File: src/rtl/dmem_arbiter_ctrl_pkg.sv
// Shared constants, types and helpers for the two-port byte-wide data-memory arbiter.
package dmem_arbiter_ctrl_pkg;

  localparam logic [2:0] F3_LB  = 3'b000;
  localparam logic [2:0] F3_LH  = 3'b001;
  localparam logic [2:0] F3_LW  = 3'b010;
  localparam logic [2:0] F3_LBU = 3'b100;
  localparam logic [2:0] F3_LHU = 3'b101;

  localparam logic [1:0] ST_IDLE   = 2'd0;
  localparam logic [1:0] ST_ACCESS = 2'd1;
  localparam logic [1:0] ST_DRAIN  = 2'd2;
  localparam logic [1:0] ST_RESP   = 2'd3;

  // Per-access attributes held for the whole sequence (address kept apart, it is parameterised).
  typedef struct packed {
    logic        we;
    logic [2:0]  funct3;
    logic [31:0] wdata;
  } acc_t;

  function automatic logic [2:0] bytes_for_funct3(input logic [2:0] f3);
    case (f3)
      F3_LB, F3_LBU: bytes_for_funct3 = 3'd1;
      F3_LH, F3_LHU: bytes_for_funct3 = 3'd2;
      F3_LW:         bytes_for_funct3 = 3'd4;
      default:       bytes_for_funct3 = 3'd0;
    endcase
  endfunction

  function automatic logic [31:0] load_extend(input logic [2:0] f3, input logic [31:0] raw);
    case (f3)
      F3_LB:   load_extend = {{24{raw[7]}}, raw[7:0]};
      F3_LH:   load_extend = {{16{raw[15]}}, raw[15:0]};
      F3_LBU:  load_extend = {24'd0, raw[7:0]};
      F3_LHU:  load_extend = {16'd0, raw[15:0]};
      default: load_extend = raw;
    endcase
  endfunction

endpackage

File: src/rtl/dmem_arbiter_ctrl_if.sv
// Request/response ports of both requesters plus the byte-wide memory port.
interface dmem_arbiter_ctrl_if #(
  parameter int ADDR_W = 8
);
  logic              p0_req, p0_we, p0_gnt, p0_rsp_valid;
  logic [2:0]        p0_funct3;
  logic [ADDR_W-1:0] p0_addr;
  logic [31:0]       p0_wdata;
  logic              p1_req, p1_we, p1_gnt, p1_rsp_valid;
  logic [2:0]        p1_funct3;
  logic [ADDR_W-1:0] p1_addr;
  logic [31:0]       p1_wdata;
  logic              rsp_err;
  logic [31:0]       rsp_rdata;
  logic [ADDR_W-1:0] mem_addr;
  logic              mem_we, mem_re;
  logic [7:0]        mem_wdata, mem_rdata;

  modport slave (
    input  p0_req, p0_we, p0_funct3, p0_addr, p0_wdata,
    input  p1_req, p1_we, p1_funct3, p1_addr, p1_wdata,
    input  mem_rdata,
    output p0_gnt, p0_rsp_valid, p1_gnt, p1_rsp_valid,
    output rsp_err, rsp_rdata, mem_addr, mem_we, mem_re, mem_wdata
  );

  modport master (
    output p0_req, p0_we, p0_funct3, p0_addr, p0_wdata,
    output p1_req, p1_we, p1_funct3, p1_addr, p1_wdata,
    output mem_rdata,
    input  p0_gnt, p0_rsp_valid, p1_gnt, p1_rsp_valid,
    input  rsp_err, rsp_rdata, mem_addr, mem_we, mem_re, mem_wdata
  );
endinterface

File: src/rtl/dmem_arbiter_ctrl_rr_arb2.sv
// Two-way round-robin arbiter; on a tie the port that did not win last time is chosen.
module dmem_rr_arb2 (
  input  logic       clk,
  input  logic       reset,
  input  logic [1:0] req,
  input  logic       upd,
  output logic [1:0] gnt,
  output logic       sel
);
  logic last_grant;

  always_comb begin
    sel = req[1];
    if (req == 2'b11) sel = ~last_grant;
  end

  assign gnt = (req == 2'b00) ? 2'b00 : (sel ? 2'b10 : 2'b01);

  // Reset to port 1 so port 0 wins the first tie.
  always_ff @(posedge clk) begin
    if (reset)                      last_grant <= 1'b1;
    else if (upd && (req != 2'b00)) last_grant <= sel;
  end
endmodule

File: src/rtl/dmem_arbiter_ctrl.sv
// Arbitrates two requesters onto a single-ported byte memory and sequences each
// granted access into 1/2/4 byte cycles, assembling loads little-endian.
module dmem_arbiter_ctrl
  import dmem_arbiter_ctrl_pkg::*;
#(
  parameter int ADDR_W = 8,
  parameter int DATA_W = 32
) (
  input  logic               clk,
  input  logic               reset,
  dmem_arbiter_ctrl_if.slave bus
);
  logic [1:0]        state;
  logic [1:0]        cnt;
  logic [2:0]        nbytes;
  logic              port;
  acc_t              acc;
  logic [ADDR_W-1:0] base;
  logic [DATA_W-1:0] raw, raw_nxt, rdata_q;
  logic              err_q, rd_vld;
  logic [1:0]        rd_idx;

  logic              idle, upd, sel, req_err, last_beat;
  logic [1:0]        req, arb_gnt;
  logic [2:0]        req_n;
  acc_t              req_acc;
  logic [ADDR_W-1:0] req_addr;

  assign idle = (state == ST_IDLE);
  assign upd  = idle && !reset;
  assign req  = {bus.p1_req, bus.p0_req};

  dmem_rr_arb2 u_arb (
    .clk   (clk),
    .reset (reset),
    .req   (req),
    .upd   (upd),
    .gnt   (arb_gnt),
    .sel   (sel)
  );

  assign bus.p0_gnt = upd && arb_gnt[0];
  assign bus.p1_gnt = upd && arb_gnt[1];

  always_comb begin
    req_acc.we     = sel ? bus.p1_we     : bus.p0_we;
    req_acc.funct3 = sel ? bus.p1_funct3 : bus.p0_funct3;
    req_acc.wdata  = sel ? bus.p1_wdata  : bus.p0_wdata;
    req_addr       = sel ? bus.p1_addr   : bus.p0_addr;
  end

  // Unsigned codes are load-only; a store with them is rejected like an unknown code.
  assign req_n     = bytes_for_funct3(req_acc.funct3);
  assign req_err   = (req_n == 3'd0) || (req_acc.we && req_acc.funct3[2]);
  assign last_beat = ({1'b0, cnt} == (nbytes - 3'd1));

  // Read data returns one cycle after mem_re; merge it into the byte slot it was issued for.
  always_comb begin
    raw_nxt = raw;
    if (rd_vld) raw_nxt[8*rd_idx +: 8] = bus.mem_rdata;
  end

  assign bus.mem_addr     = base + ADDR_W'(cnt);
  assign bus.mem_we       = (state == ST_ACCESS) &&  acc.we;
  assign bus.mem_re       = (state == ST_ACCESS) && !acc.we;
  assign bus.mem_wdata    = acc.wdata[8*cnt +: 8];
  assign bus.rsp_rdata    = rdata_q;
  assign bus.rsp_err      = err_q;
  assign bus.p0_rsp_valid = (state == ST_RESP) && !port;
  assign bus.p1_rsp_valid = (state == ST_RESP) &&  port;

  always_ff @(posedge clk) begin
    if (reset) begin
      state   <= ST_IDLE;
      cnt     <= '0;
      nbytes  <= '0;
      port    <= 1'b0;
      acc     <= '0;
      base    <= '0;
      raw     <= '0;
      rdata_q <= '0;
      err_q   <= 1'b0;
      rd_vld  <= 1'b0;
      rd_idx  <= '0;
    end else begin
      rd_vld <= bus.mem_re;
      rd_idx <= cnt;
      raw    <= raw_nxt;
      case (state)
        ST_IDLE: if (req != 2'b00) begin
          port   <= sel;
          acc    <= req_acc;
          base   <= req_addr;
          nbytes <= req_n;
          cnt    <= '0;
          if (req_err) begin
            state   <= ST_RESP;
            err_q   <= 1'b1;
            rdata_q <= '0;
          end else begin
            state <= ST_ACCESS;
          end
        end
        ST_ACCESS: begin
          if (last_beat) begin
            if (acc.we) begin
              state   <= ST_RESP;
              err_q   <= 1'b0;
              rdata_q <= '0;
            end else begin
              state <= ST_DRAIN;
            end
          end else begin
            cnt <= cnt + 2'd1;
          end
        end
        ST_DRAIN: begin
          state   <= ST_RESP;
          err_q   <= 1'b0;
          rdata_q <= load_extend(acc.funct3, raw_nxt);
        end
        default: state <= ST_IDLE;
      endcase
    end
  end
endmodule
File: src/flat_wrapper.sv
// flat-port wrapper written by rule: the top's interface ports become plain ports
module dmem_arbiter_ctrl_flat import dmem_arbiter_ctrl_pkg::*;
#(
  parameter int ADDR_W = 8,
  parameter int DATA_W = 32
)
  (clk, reset, bus_p0_req, bus_p0_we, bus_p0_funct3, bus_p0_addr, bus_p0_wdata, bus_p1_req, bus_p1_we, bus_p1_funct3, bus_p1_addr, bus_p1_wdata, bus_mem_rdata, bus_p0_gnt, bus_p0_rsp_valid, bus_p1_gnt, bus_p1_rsp_valid, bus_rsp_err, bus_rsp_rdata, bus_mem_addr, bus_mem_we, bus_mem_re, bus_mem_wdata);
  dmem_arbiter_ctrl_if #(.ADDR_W(ADDR_W)) bus_i ();
  input  logic clk;
  input  logic reset;
  input wire logic [$bits(bus_i.p0_req)-1:0] bus_p0_req;
  input wire logic [$bits(bus_i.p0_we)-1:0] bus_p0_we;
  input wire logic [$bits(bus_i.p0_funct3)-1:0] bus_p0_funct3;
  input wire logic [$bits(bus_i.p0_addr)-1:0] bus_p0_addr;
  input wire logic [$bits(bus_i.p0_wdata)-1:0] bus_p0_wdata;
  input wire logic [$bits(bus_i.p1_req)-1:0] bus_p1_req;
  input wire logic [$bits(bus_i.p1_we)-1:0] bus_p1_we;
  input wire logic [$bits(bus_i.p1_funct3)-1:0] bus_p1_funct3;
  input wire logic [$bits(bus_i.p1_addr)-1:0] bus_p1_addr;
  input wire logic [$bits(bus_i.p1_wdata)-1:0] bus_p1_wdata;
  input wire logic [$bits(bus_i.mem_rdata)-1:0] bus_mem_rdata;
  output wire logic [$bits(bus_i.p0_gnt)-1:0] bus_p0_gnt;
  output wire logic [$bits(bus_i.p0_rsp_valid)-1:0] bus_p0_rsp_valid;
  output wire logic [$bits(bus_i.p1_gnt)-1:0] bus_p1_gnt;
  output wire logic [$bits(bus_i.p1_rsp_valid)-1:0] bus_p1_rsp_valid;
  output wire logic [$bits(bus_i.rsp_err)-1:0] bus_rsp_err;
  output wire logic [$bits(bus_i.rsp_rdata)-1:0] bus_rsp_rdata;
  output wire logic [$bits(bus_i.mem_addr)-1:0] bus_mem_addr;
  output wire logic [$bits(bus_i.mem_we)-1:0] bus_mem_we;
  output wire logic [$bits(bus_i.mem_re)-1:0] bus_mem_re;
  output wire logic [$bits(bus_i.mem_wdata)-1:0] bus_mem_wdata;
  assign bus_i.p0_req = bus_p0_req;
  assign bus_i.p0_we = bus_p0_we;
  assign bus_i.p0_funct3 = bus_p0_funct3;
  assign bus_i.p0_addr = bus_p0_addr;
  assign bus_i.p0_wdata = bus_p0_wdata;
  assign bus_i.p1_req = bus_p1_req;
  assign bus_i.p1_we = bus_p1_we;
  assign bus_i.p1_funct3 = bus_p1_funct3;
  assign bus_i.p1_addr = bus_p1_addr;
  assign bus_i.p1_wdata = bus_p1_wdata;
  assign bus_i.mem_rdata = bus_mem_rdata;
  assign bus_p0_gnt = bus_i.p0_gnt;
  assign bus_p0_rsp_valid = bus_i.p0_rsp_valid;
  assign bus_p1_gnt = bus_i.p1_gnt;
  assign bus_p1_rsp_valid = bus_i.p1_rsp_valid;
  assign bus_rsp_err = bus_i.rsp_err;
  assign bus_rsp_rdata = bus_i.rsp_rdata;
  assign bus_mem_addr = bus_i.mem_addr;
  assign bus_mem_we = bus_i.mem_we;
  assign bus_mem_re = bus_i.mem_re;
  assign bus_mem_wdata = bus_i.mem_wdata;
  dmem_arbiter_ctrl #(.ADDR_W(ADDR_W), .DATA_W(DATA_W)) u_core (.clk(clk), .reset(reset), .bus(bus_i));
endmodule
File: config.mk
export PLATFORM = sky130hd
export DESIGN_NAME = dmem_arbiter_ctrl_flat
export DESIGN_NICKNAME = d
export VERILOG_FILES = /design/src/rtl/dmem_arbiter_ctrl_pkg.sv /design/src/rtl/dmem_arbiter_ctrl_if.sv /design/src/rtl/dmem_arbiter_ctrl_rr_arb2.sv /design/src/rtl/dmem_arbiter_ctrl.sv /design/src/flat_wrapper.sv
export SDC_FILE = /design/constraint.sdc
export NUM_CORES = 1
export LEC_CHECK = 0
export ABC_CLOCK_PERIOD_IN_PS = 2300
export CAP_MARGIN = 20
export CORE_MARGIN = 2
export CORE_UTILIZATION = 40
export DETAILED_ROUTE_END_ITERATION = 10
export PLACE_DENSITY = 0.82
export SLEW_MARGIN = 20
export SYNTH_ARGS = -nofsm -noshare
export SYNTH_HDL_FRONTEND = slang
export SYNTH_SLANG_ARGS = --single-unit
File: constraint.sdc
create_clock -name clk -period 2.3 [get_ports clk]
set_input_delay 0.345 -clock clk [delete_from_list [all_inputs] [get_ports clk]]
set_output_delay 0.345 -clock clk [all_outputs]
set_load 0.05 [all_outputs]
==> flow_summary_export.csv <==
group,metric,value,unit
setup_path,rr_endpoint,"u_core.bus.rsp_rdata[6]",
place,place_inst,945,
worst_hold_path,hp-start,"reset",
setup_path,path_max_fanout,2,
setup_path,crit_required,1.96,ns
detailed_routing,drt_iter0_drc,294,
clock_network,htreeDepth,4,
setup_path,r2r_start,"u_core.nbytes[0]",
setup_path,path_cells,"ha_4 > inv_2 > fa_2 > nor2_4 > nand3_4 > xnor2_4 > buf_12",
setup_path,cp-start-kind,"register",
synthesis,syn_inst,628,
clock_network,cts_buffer_depth,2,
detailed_routing,vias,5211,
detailed_routing,dr.pass1.iters,7,
floorplan,io_pins,155,
place,portBuffers,154,
synthesis,yosys.area_share.simple,0.163,
global_route,antenna_found_initial,0,
sta,finalHoldViolCount,0,
power,p_leak,3.12,nW
synthesis,synth_cell_types,54,
synthesis,synth_top_area_frac,0.426,
synthesis,synth_compound_area_frac,0.194,
synthesis,synth.area.mux_share,0.126,
sta,fin_crit_sh,0.995,
synthesis,synth_adder_area_share,0.0321,
sta,fin_tns_setup,0,ns
clock_network,postCtsHoldBufs,0,
floorplan,core_area,13900,sq um
sta,maxSlewViolCount,0,
synthesis,synth_top_family_by_area,"compound AO/OA/AOI/OAI gates",
synthesis,synthArstFlopShare,0,
setup_path,path_delay_family,"adder cells",
synthesis,synth.avg_cell_area,9.05,sq um
finish,area_growth,46.8,%
global_route,grt_pass1_vias,4895,
setup_path,crit_buf_inv,2,
power,peakVddDrop,596,uV
global_route,overflow,0,
clock_network,numClockSinks,121,
global_route,grtUsageTotal,0.205,
place,hpwl,11300,um
clock_network,cts_buffers,17,
synthesis,yosys_warnings,0,
finish,post-route-util,0.601,
setup_path,crit_type,"reg2out",
floorplan,die_width,123,um
clock_network,cts-root-buf,"clkbuf_16",
setup_path,slowest_delay,0.37,ns
clock_network,cts_tree,"built",
detailed_routing,antenna_left,0,
floorplan,start_util,0.409,
detailed_routing,drcViolationCount,0,
worst_hold_path,holdPathStages,3,
detailed_routing,route.detailed.wl_per_inst,15.6,um
job,max_cap_viol_count,0,
global_route,grt_pass1_wl,24000,um
floorplan,die_height,123,um
sta,clock_skew,0.00738,ns
synthesis,synthTopCellsByArea,"dfxtp_1, mux2i_1, nor2_1, a211oi_1, a32oi_1",
synthesis,synth_edf_count,0,
clock_network,clkLatencyLatePin,0.41,ns
synthesis,synth_area,5680,sq um
finish,fin_nets,904,
sta,worst_pin_slew,0.525,ns
synthesis,ys_seq_area_frac,0.426,
sta,slew_headroom,0.649,
status,status,"completed",
finish,drive_gt1_frac,0.159,
worst_hold_path,min_path_type,"in2reg",
global_route,grt_max_degree,47,
synthesis,ys.flop_type,"dfxtp_1",
finish,fillCellCount,1181,
synthesis,synthTopCellsByCount,"dfxtp_1, nor2_1, mux2i_1",
sta,max_freq,0.437,GHz
floorplan,row_count,43,
synthesis,syn-num-nets,742,
setup_path,crit_slowest_cell,"fa_2",
synthesis,yosysTopAreaCell,"dfxtp_1",
setup_path,reg2reg_depth,7,
synthesis,yosysMostFrequentCell,"dfxtp_1",
clock_network,clk_pin_slew,0.05,ns
synthesis,synth-xor-area-share,0.0139,
sta,setup_violations,0,
power,power_density,1070,nW/um^2
detailed_routing,via_per_inst,5.30,
synthesis,ys_seq_elements,121,
floorplan,dieArea,15200,sq um
setup_path,crit_arrival,1.94,ns
place,globalplace.congestion,0.804,
sta,period_minus_slack,2.29,ns
setup_path,worstSetupEndpointType,"primary output",
worst_hold_path,min_to,"u_core.rd_idx[1]",
sta,rsz0062_at_grt,"true",
finish,layoutNonFillerInstCount,984,
detailed_routing,drt-total-wl,15400,um
setup_path,r2r_slack,0.11,ns
[worst max path at each step]
stage / startpoint / end / slack, ns / cells past startpoint
6_report: u_core.cnt[0] / bus_mem_addr[6] / 0.01 / 7
4_1_cts: u_core.cnt[0] / bus_mem_addr[6] / -0.02 / 7
2_1_floorplan: u_core.cnt[1] / bus_mem_addr[6] / -0.15 / 6
5_1_grt: u_core.cnt[0] / bus_mem_addr[6] / -0.05 / 7
3_5_place_dp: bus_p0_req / u_core.bus.rsp_rdata[3] / -0.12 / 6
3_3_place_gp: u_core.nbytes[0] / u_core.bus.rsp_rdata[26] / -0.02 / 7
[logic make-up after synthesis]
kind of cell,Yosys count
AOI/OAI and AO/OA,155
xor gates and xnor gates,9
adders and majority gates,14
buffers and inverters,62
DFF,121
muxes,61
and+or+nand+nor,206
[report_power, final]
group          switching [W]  internal, W  total, W
combinational        0.00213      0.00145   0.00358
sequential          0.000279      0.00244   0.00272
clock               0.000949      0.00172   0.00267
total                0.00335      0.00561   0.00896
[cells in the final DEF (no fill, tap or decap), types with 2 or more instances in the layout]
cell	n
a32oi_1	24
clkinvlp_4	4
nor2_1	112
buf_12	9
xnor2_2	2
clkinv_2	4
nand2_1	46
dlygate4sd2_1	2
xor2_1	3
bufinv_16	3
dfxtp_4	2
a31oi_1	9
a211oi_1	45
nor4bb_1	2
nor2_4	3
or4_1	8
a21oi_1	10
nand3_2	2
mux4_2	7
mux2_2	2
nor2b_1	11
clkbuf_1	2
o211ai_1	16
inv_1	11
nand2b_1	2
ha_1	11
and2_1	3
buf_4	47
mux2i_1	51
nor3b_2	2
o21ai_0	36
dfxtp_1	118
clkbuf_16	17
clkdlybuf4s50_1	131
nand3_1	4
and3_1	2
[area by class of cell]
class,count,area [sq um],area share
clock inverter,12,149,0.0178
tap,180,225,0.0270
inverter,13,48.8,0.00585
clock buffer,20,447,0.0535
multi-input combinational,446,3160,0.379
sequential,121,2430,0.291
antenna,1,2.50,0.000300
timing repair buffer,191,1880,0.225
[worst reg2reg max path: cells and delay by family, from the launching register on]
| family | cells | cell delay [ns] |
|---|---|---|
| compound gates | 2 | 0.54 |
| simple gates | 2 | 0.70 |
| buf+inv | 1 | 0.05 |
| fa+ha+maj | 1 | 0.29 |
| flops | 1 | 0.35 |
| xor+xnor | 1 | 0.15 |
[per-layer routing]
| metal | routed length [um] | global-route usage |
|---|---|---|
| met5 | 0 | 0 |
| met4 | 228 | 0.0781 |
| met1 | 6270 | 0.235 |
| met2 | 7580 | 0.348 |
| met3 | 1290 | 0.0747 |
[registers in the layout, indices dropped and copies added (netlist names)]
name,count
u_core.cnt,2
u_core.bus.rsp_err,1
u_core.acc,36
u_core.base,8
u_core.port,1
u_core.rd_idx,2
u_core.state,2
u_core.bus.rsp_rdata,32
u_core.rd_vld,1
u_core.u_arb.last_grant,1
u_core.nbytes,3
u_core.raw,32
[metrics by stage]
step                      total power (W)  hold WS (ns)  area [sq um]  setup WS [ns]
after CTS                         0.00896         0.396          8280        -0.0163
final                             0.00896         0.406          8340         0.0109
after global routing              0.00941         0.411          8340        -0.0457
after floorplan                   0.00497         0.432          5730         -0.151
after detailed placement          0.00619         0.447          7610         -0.119
after global placement            0.00612         0.442          7610        -0.0158
[repair_timing]
item / CTS / global route
resized for setup: 16 / 8
buffers inserted: 2 / 3
pin swaps: 2 / 8
setup endpoints to repair: 41 / 10
cloned: 1 / 0
(Power assumes the default switching activity.)
